[config.mk]
export PLATFORM = sky130hd
export DESIGN_NAME = cmsdk_apb_async_slv_ctrl
export DESIGN_NICKNAME = d
export VERILOG_FILES = /design/src/rtl/cmsdk_apb_async_pkg.sv /design/src/rtl/cmsdk_ahb_to_apb_async_syn.sv /design/src/rtl/cmsdk_apb_async_slv_ctrl.sv
export SDC_FILE = /design/constraint.sdc
export NUM_CORES = 1
export LEC_CHECK = 0
export ABC_CLOCK_PERIOD_IN_PS = 2400
export BUFFER_PORTS_ARGS = -buffer_cell sky130_fd_sc_hd__buf_2
export CAP_MARGIN = 30
export CORE_MARGIN = 1
export CORE_UTILIZATION = 50
export DETAILED_ROUTE_END_ITERATION = 16
export GPL_ROUTABILITY_DRIVEN = 0
export PLACE_DENSITY = 0.85
export SLEW_MARGIN = 20
export SYNTH_ARGS = -nofsm -noshare
export SYNTH_HDL_FRONTEND = slang
export SYNTH_HIERARCHICAL = 1
export SYNTH_SLANG_ARGS = --single-unit
[constraint.sdc]
create_clock -name clk -period 2.4 [get_ports clk]
set_clock_uncertainty 0.1 [all_clocks]
set_input_delay 0.12 -clock clk [delete_from_list [all_inputs] [get_ports clk]]
set_output_delay 0.12 -clock clk [all_outputs]
set_load 0.005 [all_outputs]
[src/rtl/cmsdk_apb_async_pkg.sv]
// -----------------------------------------------------------------------------
// cmsdk_apb_async_pkg
// Shared definitions for the APB-side controller of the AHB-to-APB async
// bridge: FSM state encoding, default ACCESS wait limit, and small helpers
// that zero a data/strobe field when it does not apply to the transfer
// direction.
// -----------------------------------------------------------------------------
package cmsdk_apb_async_pkg;

   // APB transfer phases; 2-bit encoding is fixed so that waveforms and
   // downstream debug tooling read the same values everywhere.
   typedef enum logic [1:0] {
      ST_IDLE   = 2'b00,
      ST_SETUP  = 2'b01,
      ST_ACCESS = 2'b10,
      ST_DONE   = 2'b11
   } apb_state_t;

   // Default number of enabled ACCESS cycles to wait for pready.
   localparam int TIMEOUT_CYCLES_DEFAULT = 256;

   // Timeout counter width; covers the full 2..65535 limit range.
   localparam int TMO_CNT_WIDTH = 16;

   // Pass data through when keep=1, otherwise return all zeros.
   function automatic logic [31:0] sel_data(input logic keep, input logic [31:0] data);
      return keep ? data : 32'h0000_0000;
   endfunction

   // Pass byte strobes through when keep=1, otherwise return all zeros.
   function automatic logic [3:0] sel_strb(input logic keep, input logic [3:0] strb);
      return keep ? strb : 4'h0;
   endfunction

endpackage

[src/rtl/cmsdk_ahb_to_apb_async_syn.sv]
// -----------------------------------------------------------------------------
// cmsdk_ahb_to_apb_async_syn
// Two-flop synchronizer with clock enable for a single-bit level crossing
// into the clk domain.
//   clk    : destination clock
//   resetn : asynchronous active-low reset, clears both flops
//   en     : clock enable; both flops advance only when 1
//   d      : asynchronous input level
//   q      : synchronized output level
// -----------------------------------------------------------------------------
module cmsdk_ahb_to_apb_async_syn (
   input  logic clk,
   input  logic resetn,
   input  logic en,
   input  logic d,
   output logic q
);

   logic meta;

   // Two-stage resynchronization; first stage may go metastable.
   always_ff @(posedge clk or negedge resetn) begin
      if (!resetn) begin
         meta <= 1'b0;
         q    <= 1'b0;
      end else if (en) begin
         meta <= d;
         q    <= meta;
      end
   end

endmodule

[src/rtl/cmsdk_apb_async_slv_ctrl.sv]
// -----------------------------------------------------------------------------
// cmsdk_apb_async_slv_ctrl
// APB-domain half of the AHB-to-APB asynchronous bridge. Receives a 4-phase
// request from the AHB domain, runs one APB transfer (SETUP then ACCESS) and
// returns the response with a 4-phase acknowledge.
//
// Optional feature macro: APB_ASYNC_TIMEOUT_EN
//   When defined, an ACCESS phase that sees pready=0 for TIMEOUT_CYCLES
//   enabled cycles is terminated with rsp_err=1. When undefined, ACCESS waits
//   for pready indefinitely and no counter exists.
//
// Parameters
//   ADDR_WIDTH     : APB address width
//   TIMEOUT_CYCLES : ACCESS wait limit (2..65535), used only with the macro
//
// Ports
//   clk, resetn         : APB clock, asynchronous active-low reset
//   pclken              : clock enable; all registers advance only when 1
//   req_async           : request level from AHB domain (unsynchronized)
//   ack                 : acknowledge level to AHB domain (registered)
//   txn_addr/txn_write/txn_wdata/txn_strb : payload, stable while requested
//   rsp_rdata/rsp_err   : response, valid while ack=1
//   paddr..pstrb        : APB master outputs (registered)
//   prdata/pready/pslverr : APB slave response inputs
// -----------------------------------------------------------------------------
module cmsdk_apb_async_slv_ctrl
   import cmsdk_apb_async_pkg::*;
#(
   parameter int ADDR_WIDTH     = 16,
   parameter int TIMEOUT_CYCLES = TIMEOUT_CYCLES_DEFAULT
) (
   input  logic                  clk,
   input  logic                  resetn,
   input  logic                  pclken,
   input  logic                  req_async,
   output logic                  ack,
   input  logic [ADDR_WIDTH-1:0] txn_addr,
   input  logic                  txn_write,
   input  logic [31:0]           txn_wdata,
   input  logic [3:0]            txn_strb,
   output logic [31:0]           rsp_rdata,
   output logic                  rsp_err,
   output logic [ADDR_WIDTH-1:0] paddr,
   output logic                  psel,
   output logic                  penable,
   output logic                  pwrite,
   output logic [31:0]           pwdata,
   output logic [3:0]            pstrb,
   input  logic [31:0]           prdata,
   input  logic                  pready,
   input  logic                  pslverr
);

   // Reject out-of-range limits at elaboration.
   if ((TIMEOUT_CYCLES < 2) || (TIMEOUT_CYCLES > 65535)) begin : g_bad_timeout
      $error("cmsdk_apb_async_slv_ctrl: TIMEOUT_CYCLES must be 2..65535");
   end

   apb_state_t state;
   logic       req_s;

`ifdef APB_ASYNC_TIMEOUT_EN
   // Counter value seen on the cycle that reaches the limit.
   localparam logic [TMO_CNT_WIDTH-1:0] TMO_LAST = TMO_CNT_WIDTH'(TIMEOUT_CYCLES - 1);
   logic [TMO_CNT_WIDTH-1:0] tmo_cnt;
`endif

   // The only consumer of req_async; everything else uses req_s.
   cmsdk_ahb_to_apb_async_syn u_req_syn (
      .clk    (clk),
      .resetn (resetn),
      .en     (pclken),
      .d      (req_async),
      .q      (req_s)
   );

   // Transfer FSM with all APB and handshake outputs registered.
   always_ff @(posedge clk or negedge resetn) begin
      if (!resetn) begin
         state     <= ST_IDLE;
         ack       <= 1'b0;
         psel      <= 1'b0;
         penable   <= 1'b0;
         pwrite    <= 1'b0;
         paddr     <= {ADDR_WIDTH{1'b0}};
         pwdata    <= 32'h0000_0000;
         pstrb     <= 4'h0;
         rsp_rdata <= 32'h0000_0000;
         rsp_err   <= 1'b0;
`ifdef APB_ASYNC_TIMEOUT_EN
         tmo_cnt   <= {TMO_CNT_WIDTH{1'b0}};
`endif
      end else if (pclken) begin
         case (state)
            ST_IDLE: begin
               // ack is already 0 here, so a new request is a new transfer.
               if (req_s) begin
                  state   <= ST_SETUP;
                  psel    <= 1'b1;
                  penable <= 1'b0;
                  paddr   <= txn_addr;
                  pwrite  <= txn_write;
                  pwdata  <= sel_data(txn_write, txn_wdata);
                  pstrb   <= sel_strb(txn_write, txn_strb);
               end
            end

            ST_SETUP: begin
               state   <= ST_ACCESS;
               penable <= 1'b1;
`ifdef APB_ASYNC_TIMEOUT_EN
               tmo_cnt <= {TMO_CNT_WIDTH{1'b0}};
`endif
            end

            ST_ACCESS: begin
               // A late req_s fall is not looked at here; the transfer
               // always completes and DONE then exits straight away.
               if (pready) begin
                  state     <= ST_DONE;
                  psel      <= 1'b0;
                  penable   <= 1'b0;
                  ack       <= 1'b1;
                  rsp_err   <= pslverr;
                  rsp_rdata <= sel_data(!pwrite, prdata);
               end
`ifdef APB_ASYNC_TIMEOUT_EN
               else if (tmo_cnt == TMO_LAST) begin
                  // Limit reached without pready: abandon with an error.
                  state     <= ST_DONE;
                  psel      <= 1'b0;
                  penable   <= 1'b0;
                  ack       <= 1'b1;
                  rsp_err   <= 1'b1;
                  rsp_rdata <= 32'h0000_0000;
               end else begin
                  tmo_cnt <= tmo_cnt + {{(TMO_CNT_WIDTH-1){1'b0}}, 1'b1};
               end
`else
               else begin
                  state <= ST_ACCESS;
               end
`endif
            end

            ST_DONE: begin
               if (!req_s) begin
                  state <= ST_IDLE;
                  ack   <= 1'b0;
               end
            end

            default: begin
               state   <= ST_IDLE;
               ack     <= 1'b0;
               psel    <= 1'b0;
               penable <= 1'b0;
            end
         endcase
      end
   end

endmodule

==> Word-level counts from Yosys, hierarchy flattened <==
Index checks and enable logic that the tools add are counted.
{ "classes": {"eq_ne": 6, "n_mux": 15, "reduce_logical": 10} }
{ "ops": {"columns": ["cell", "n"], "rows": [
  ["$mux W32", 2],
  ["$reduce_and A4 Y1", 3],
  ["$reduce_and A3 Y1", 3],
  ["$pmux W2 S4", 1],
  ["$mux W1", 6],
  ["$eq A2 B2 Y1 const B", 2],
  ["$mux W2", 2],
  ["$mux W4", 1],
  ["$ne A2 B2 Y1 const B", 2],
  ["$pmux W1 S2", 2],
  ["$reduce_bool A2 Y1", 2],
  ["$pmux W1 S3", 1],
  ["$reduce_bool A3 Y1", 1],
  ["$eq A2 B1 Y1 const B", 1],
  ["$logic_not A2 Y1", 1],
  ["$ne A2 B1 Y1 const B", 1]
]} }
{ "totals": {"word_cells": 43, "regBits": 93, "in_bits": 91, "out_inout_bits": 89} }

==> Logic depth before layout (Yosys ltp) <==
{ "depth": {"ltp_word": 3, "ltp_mapped": 7, "depth_no_buf": 5} }

==> By module <==
The synthesis kept the hierarchy.
{ "modules_own_cells": {"columns": ["mod", "cells_each", "area_per_inst_um2", "seq_area_each_um2", "n_inst"], "rows": [
  ["cmsdk_apb_async_slv_ctrl", 365, 3798.6, 2277.2, 1],
  ["cmsdk_ahb_to_apb_async_syn", 4, 72.6, 50.0, 1]
]} }

==> Worst setup path before layout <==
OpenSTA, ideal clock, no wires.
{ "synth_timing": {"path_kind": "register to register", "from": "reg state[0]", "to": "reg penable", "setup_time_ps": 125, "t_arrival_ps": 1409, "period_less_slack_ps": 1633, "path_slack_ps": 767, "required_ps": 2175, "path_buffers": 0, "path_stages_with_launch": 6, "path_cell_list": "dfrtp_1 -> inv_1 -> ha_1 -> nand2b_1 -> a211oi_1 -> mux2_2"} }
{ "synth_via": {"elab_chain_cells": 3, "word_cells_on_any_way": 8, "cone_classes": "4 x eq/ne; 1 x mux; 3 x reduce/logical"} }
{ "synth_lines": {"columns": ["element", "line_no", "rtl"], "rows": [
  ["start, declared", "cmsdk_apb_async_slv_ctrl.sv:59", "apb_state_t state;"],
  ["start signal, assigned", "cmsdk_apb_async_slv_ctrl.sv:80", "state <= ST_IDLE;"],
  ["start signal, assigned", "cmsdk_apb_async_slv_ctrl.sv:98", "state <= ST_SETUP;"],
  ["start signal, assigned", "cmsdk_apb_async_slv_ctrl.sv:109", "state <= ST_ACCESS;"],
  ["$eq A2 B2 Y1 (tied with other cells)", "cmsdk_apb_async_slv_ctrl.sv:94", "case (state)"],
  ["$ne A2 B2 Y1 (no source line) (tied with other cells)", null, null],
  ["$reduce_and A4 Y1 (no source line)", null, null],
  ["end signal, assigned", "cmsdk_apb_async_slv_ctrl.sv:100", "penable <= 1'b0;"],
  ["end signal, assigned", "cmsdk_apb_async_slv_ctrl.sv:110", "penable <= 1'b1;"],
  ["end signal, assigned", "cmsdk_apb_async_slv_ctrl.sv:122", "penable <= 1'b0;"],
  ["end, declared", "cmsdk_apb_async_slv_ctrl.sv:45", "output logic penable,"]
]} }
Several ways; a longest one is shown, not always the timed one.
A chain may end at the register's enable or synchronous reset.

==> Worst setup path after layout <==
{ "layout_timing": {"from": "reg state[0]", "to": "reg rsp_rdata[2]"} }
{ "layout_via": {"elab_chain_cells": 2} }
{ "layout_lines": {"columns": ["element", "line_no", "rtl"], "rows": [
  ["$eq A2 B2 Y1", "cmsdk_apb_async_slv_ctrl.sv:94", null],
  ["$reduce_and A3 Y1 (no source line)", null, null],
  ["end signal, assigned", "cmsdk_apb_async_slv_ctrl.sv:125", "rsp_rdata <= sel_data(!pwrite, prdata);"],
  ["end, declared", "cmsdk_apb_async_slv_ctrl.sv:41", "output logic [31:0] rsp_rdata,"]
]} }
Every way passes these cells.

==> impl_metrics.toml <==
[synth]
avgSynthCellArea_um2 = 10.49
synth_area_mm2 = 0.003871
synth-edff-count = 0
synth_top_cell_by_area = "dfrtp_1"
synth.top_cell.area_share_pct = 60.12
ys_seq_area_share_pct = 60.12
ys_seq_elements = 93
synth_ff_type = "dfrtp_1"
yosys_warnings = 6
synth_fp_nets = 465
synth_cell_type_count = 25
synthTopCellsByArea = "dfrtp_1 60%, nand2_1 10%, o21ai_0 7.8%"
synthCells = 369
async_flop_share_pct = 100.0

[floorplan]
initial_core_util_pct = 52.53
die_area_mm2 = 0.008098
core_mm2 = 0.007370
die_w_um = 89.99
io_pins = 180
die_h_um = 89.99
rows = 31

[detailed_routing]
wirelength_um = 11630
dr_total_vias = 3705
dr.pass1.iters = 4
drcViolationCount = 0
first_iter_violations = 135
wl_per_cell_um = 15.91
detail-route-antenna-nets = 0
viasPerCell = 5.068

[sta]
min_period_ns = 1.815
hold_viol_final = 0
rsz0062_at_grt = "false"
setup_tns_ns = 0
worstMarginPinSlew_ns = 0.8290
fin_crit_sh_pct = 75.61
fmax_mhz = 551.1
slew_violations = 0
finalSetupViolCount = 0
relSlewSlack_pct = 44.73

[cts]
insertion_delay_ns = 0.34
cts-root-buf = "clkbuf_8"
clk_pin_slew_ns = 0.09
cts_tree = "done"
cts_buffers = 9
numClockSinks = 93
cts_setup_buffers = 0
htreeDepth = 3
clockBufferDepth = 2

[place]
port_buffers = 179
dp_hpwl_um = 6346

[finish]
areaGrowthSynthToFinish_pct = 53.04
layout-drive-gt1-share_pct = 35.28
final_nets = 723
n_antenna_cell = 0
fillers = 458

[global_routing]
grt.total_usage_pct = 29.73
grt_pass1_wl_um = 18820
antenna_found_initial = 0
grt_max_degree = 65
grt_overflow = 0
grt_pass1_vias = 3857

[power]
power.total_mw = 5.914
ir_drop_mv = 0.5072
power.leakage_nw = 3.090
p_per_area_mw_per_mm2 = 998.2

[critical_path]
cp_max_fo = 55
crit_required_ns = 2.50
end_kind = "flip-flop"
path_class = "reg -> reg"
rrSetupSlack_ns = 0.59
crit_arrival_ns = 1.91
worstReg2RegStart = "state[0]"
critPathLaunch = "state[0]"
crit_path_start_kind = "flip-flop"

[outcome]
status = "finished, final reports clean"

[worst_hold_path]
hold_path.class = "in -> reg"
min_from = "pready"

[flow_run]
maxCapViolCount = 0
[cell usage after synthesis, types with 2 or more instances]
master / number
a21oi_1: 4
buf_1: 2
buf_2: 8
buf_6: 2
clkbuf_1: 11
dfrtp_1: 93
ha_1: 5
inv_1: 3
mux2_2: 4
mux2_4: 17
nand2_1: 105
nand2b_1: 34
o21ai_0: 60
o21ai_1: 10
[per-layer routing]
| metal | share of wire [%] | global-route usage (%) | vias to the layer above |
|---|---|---|---|
| met2 | 49 | 50.96 | 222 |
| met1 | 39 | 35.48 | 1729 |
| met5 | 0 | 0 | - |
| li1 | - | - | 1719 |
| met3 | 8.4 | 7.107 | 35 |
| met4 | 3.3 | 13.84 | 0 |
[area by class of cell]
type / instances / area (um^2) / area share (%)
Clock buffer: 9 / 123.9 / 2.091
Timing Repair Buffer: 270 / 1824 / 30.79
Clock inverter: 7 / 80.08 / 1.352
Multi-Input combinational cell: 250 / 1434 / 24.20
Inverter: 3 / 11.26 / 0.1901
Tap cell: 99 / 123.9 / 2.091
Sequential cell: 93 / 2327 / 39.28
[cells by family after synthesis]
logic type      share of synthesized area (%)
compound gates                          10.73
fa+ha+maj                               1.616
buf+inv                                 3.167
flops                                   60.12
mux                                     7.757
simple gates                            16.61
[final timing paths]
| kind | to | cells past startpoint |
|---|---|---|
| setup reg to reg | rsp_rdata[2] | 5 |
| min in group asynchronous | u_req_syn/q | 2 |
| max in group asynchronous | pwdata[31] | 3 |
| hold / removal | ack | 3 |
| setup / recovery | rsp_rdata[2] | 5 |
| hold reg to reg | rsp_rdata[25] | 2 |
[cell usage in the layout (no fill, tap or decap), types with 2 or more instances in the layout]
| cell type | instances |
|---|---|
| buf_2 | 178 |
| a21oi_1 | 4 |
| mux2_4 | 17 |
| clkbuf_8 | 9 |
| buf_4 | 3 |
| dlygate4sd3_1 | 87 |
| o21ai_0 | 60 |
| mux2_2 | 4 |
| o21ai_1 | 10 |
| inv_1 | 3 |
| clkinvlp_4 | 2 |
| nand2b_1 | 34 |
| inv_6 | 3 |
| buf_12 | 2 |
| dfrtp_1 | 93 |
| ha_1 | 5 |
| nand2_1 | 105 |
[where the power goes]
part	switching (mW)	internal [mW]
logic	0.988	1.17
clock network	0.570	0.495
registers	0.478	2.22
total	2.04	3.88
[per-stage QoR]
stage,hold WS (ns),cells,setup WS [ns],area [um^2],utilization (%)
after global routing,0.04327,731,0.4637,5924,80.39
after floorplan,-0.2756,369,0.7665,3871,-
after global placement,0.03009,628,0.6923,4850,65.81
after detailed placement,0.03289,628,0.6097,4850,65.81
after CTS,0.02923,731,0.6045,5924,80.39
final,0.04931,731,0.5854,5924,80.39
[registers in the layout, indices dropped and copies added (netlist names)]
register	flops
rsp_rdata	32
ack	1
psel	1
penable	1
paddr	16
u_req_syn/q	1
rsp_err	1
u_req_syn/meta	1
state	2
pwrite	1
pwdata	32
pstrb	4
[critical path, cell delays in order, from the launching register on]
cell	delay, ns
dfrtp_1	0.41
inv_1	0.10
ha_1	0.24
nand3_2	0.19
buf_4	0.42
o21ai_0	0.20
[repair_timing]
action,in CTS,in global routing
gates resized for setup,0,0
hold buffers,87,0
hold endpoints to repair,127,0
setup endpoints to repair,0,0
No activity file was read; power rests on OpenSTA's default activity.
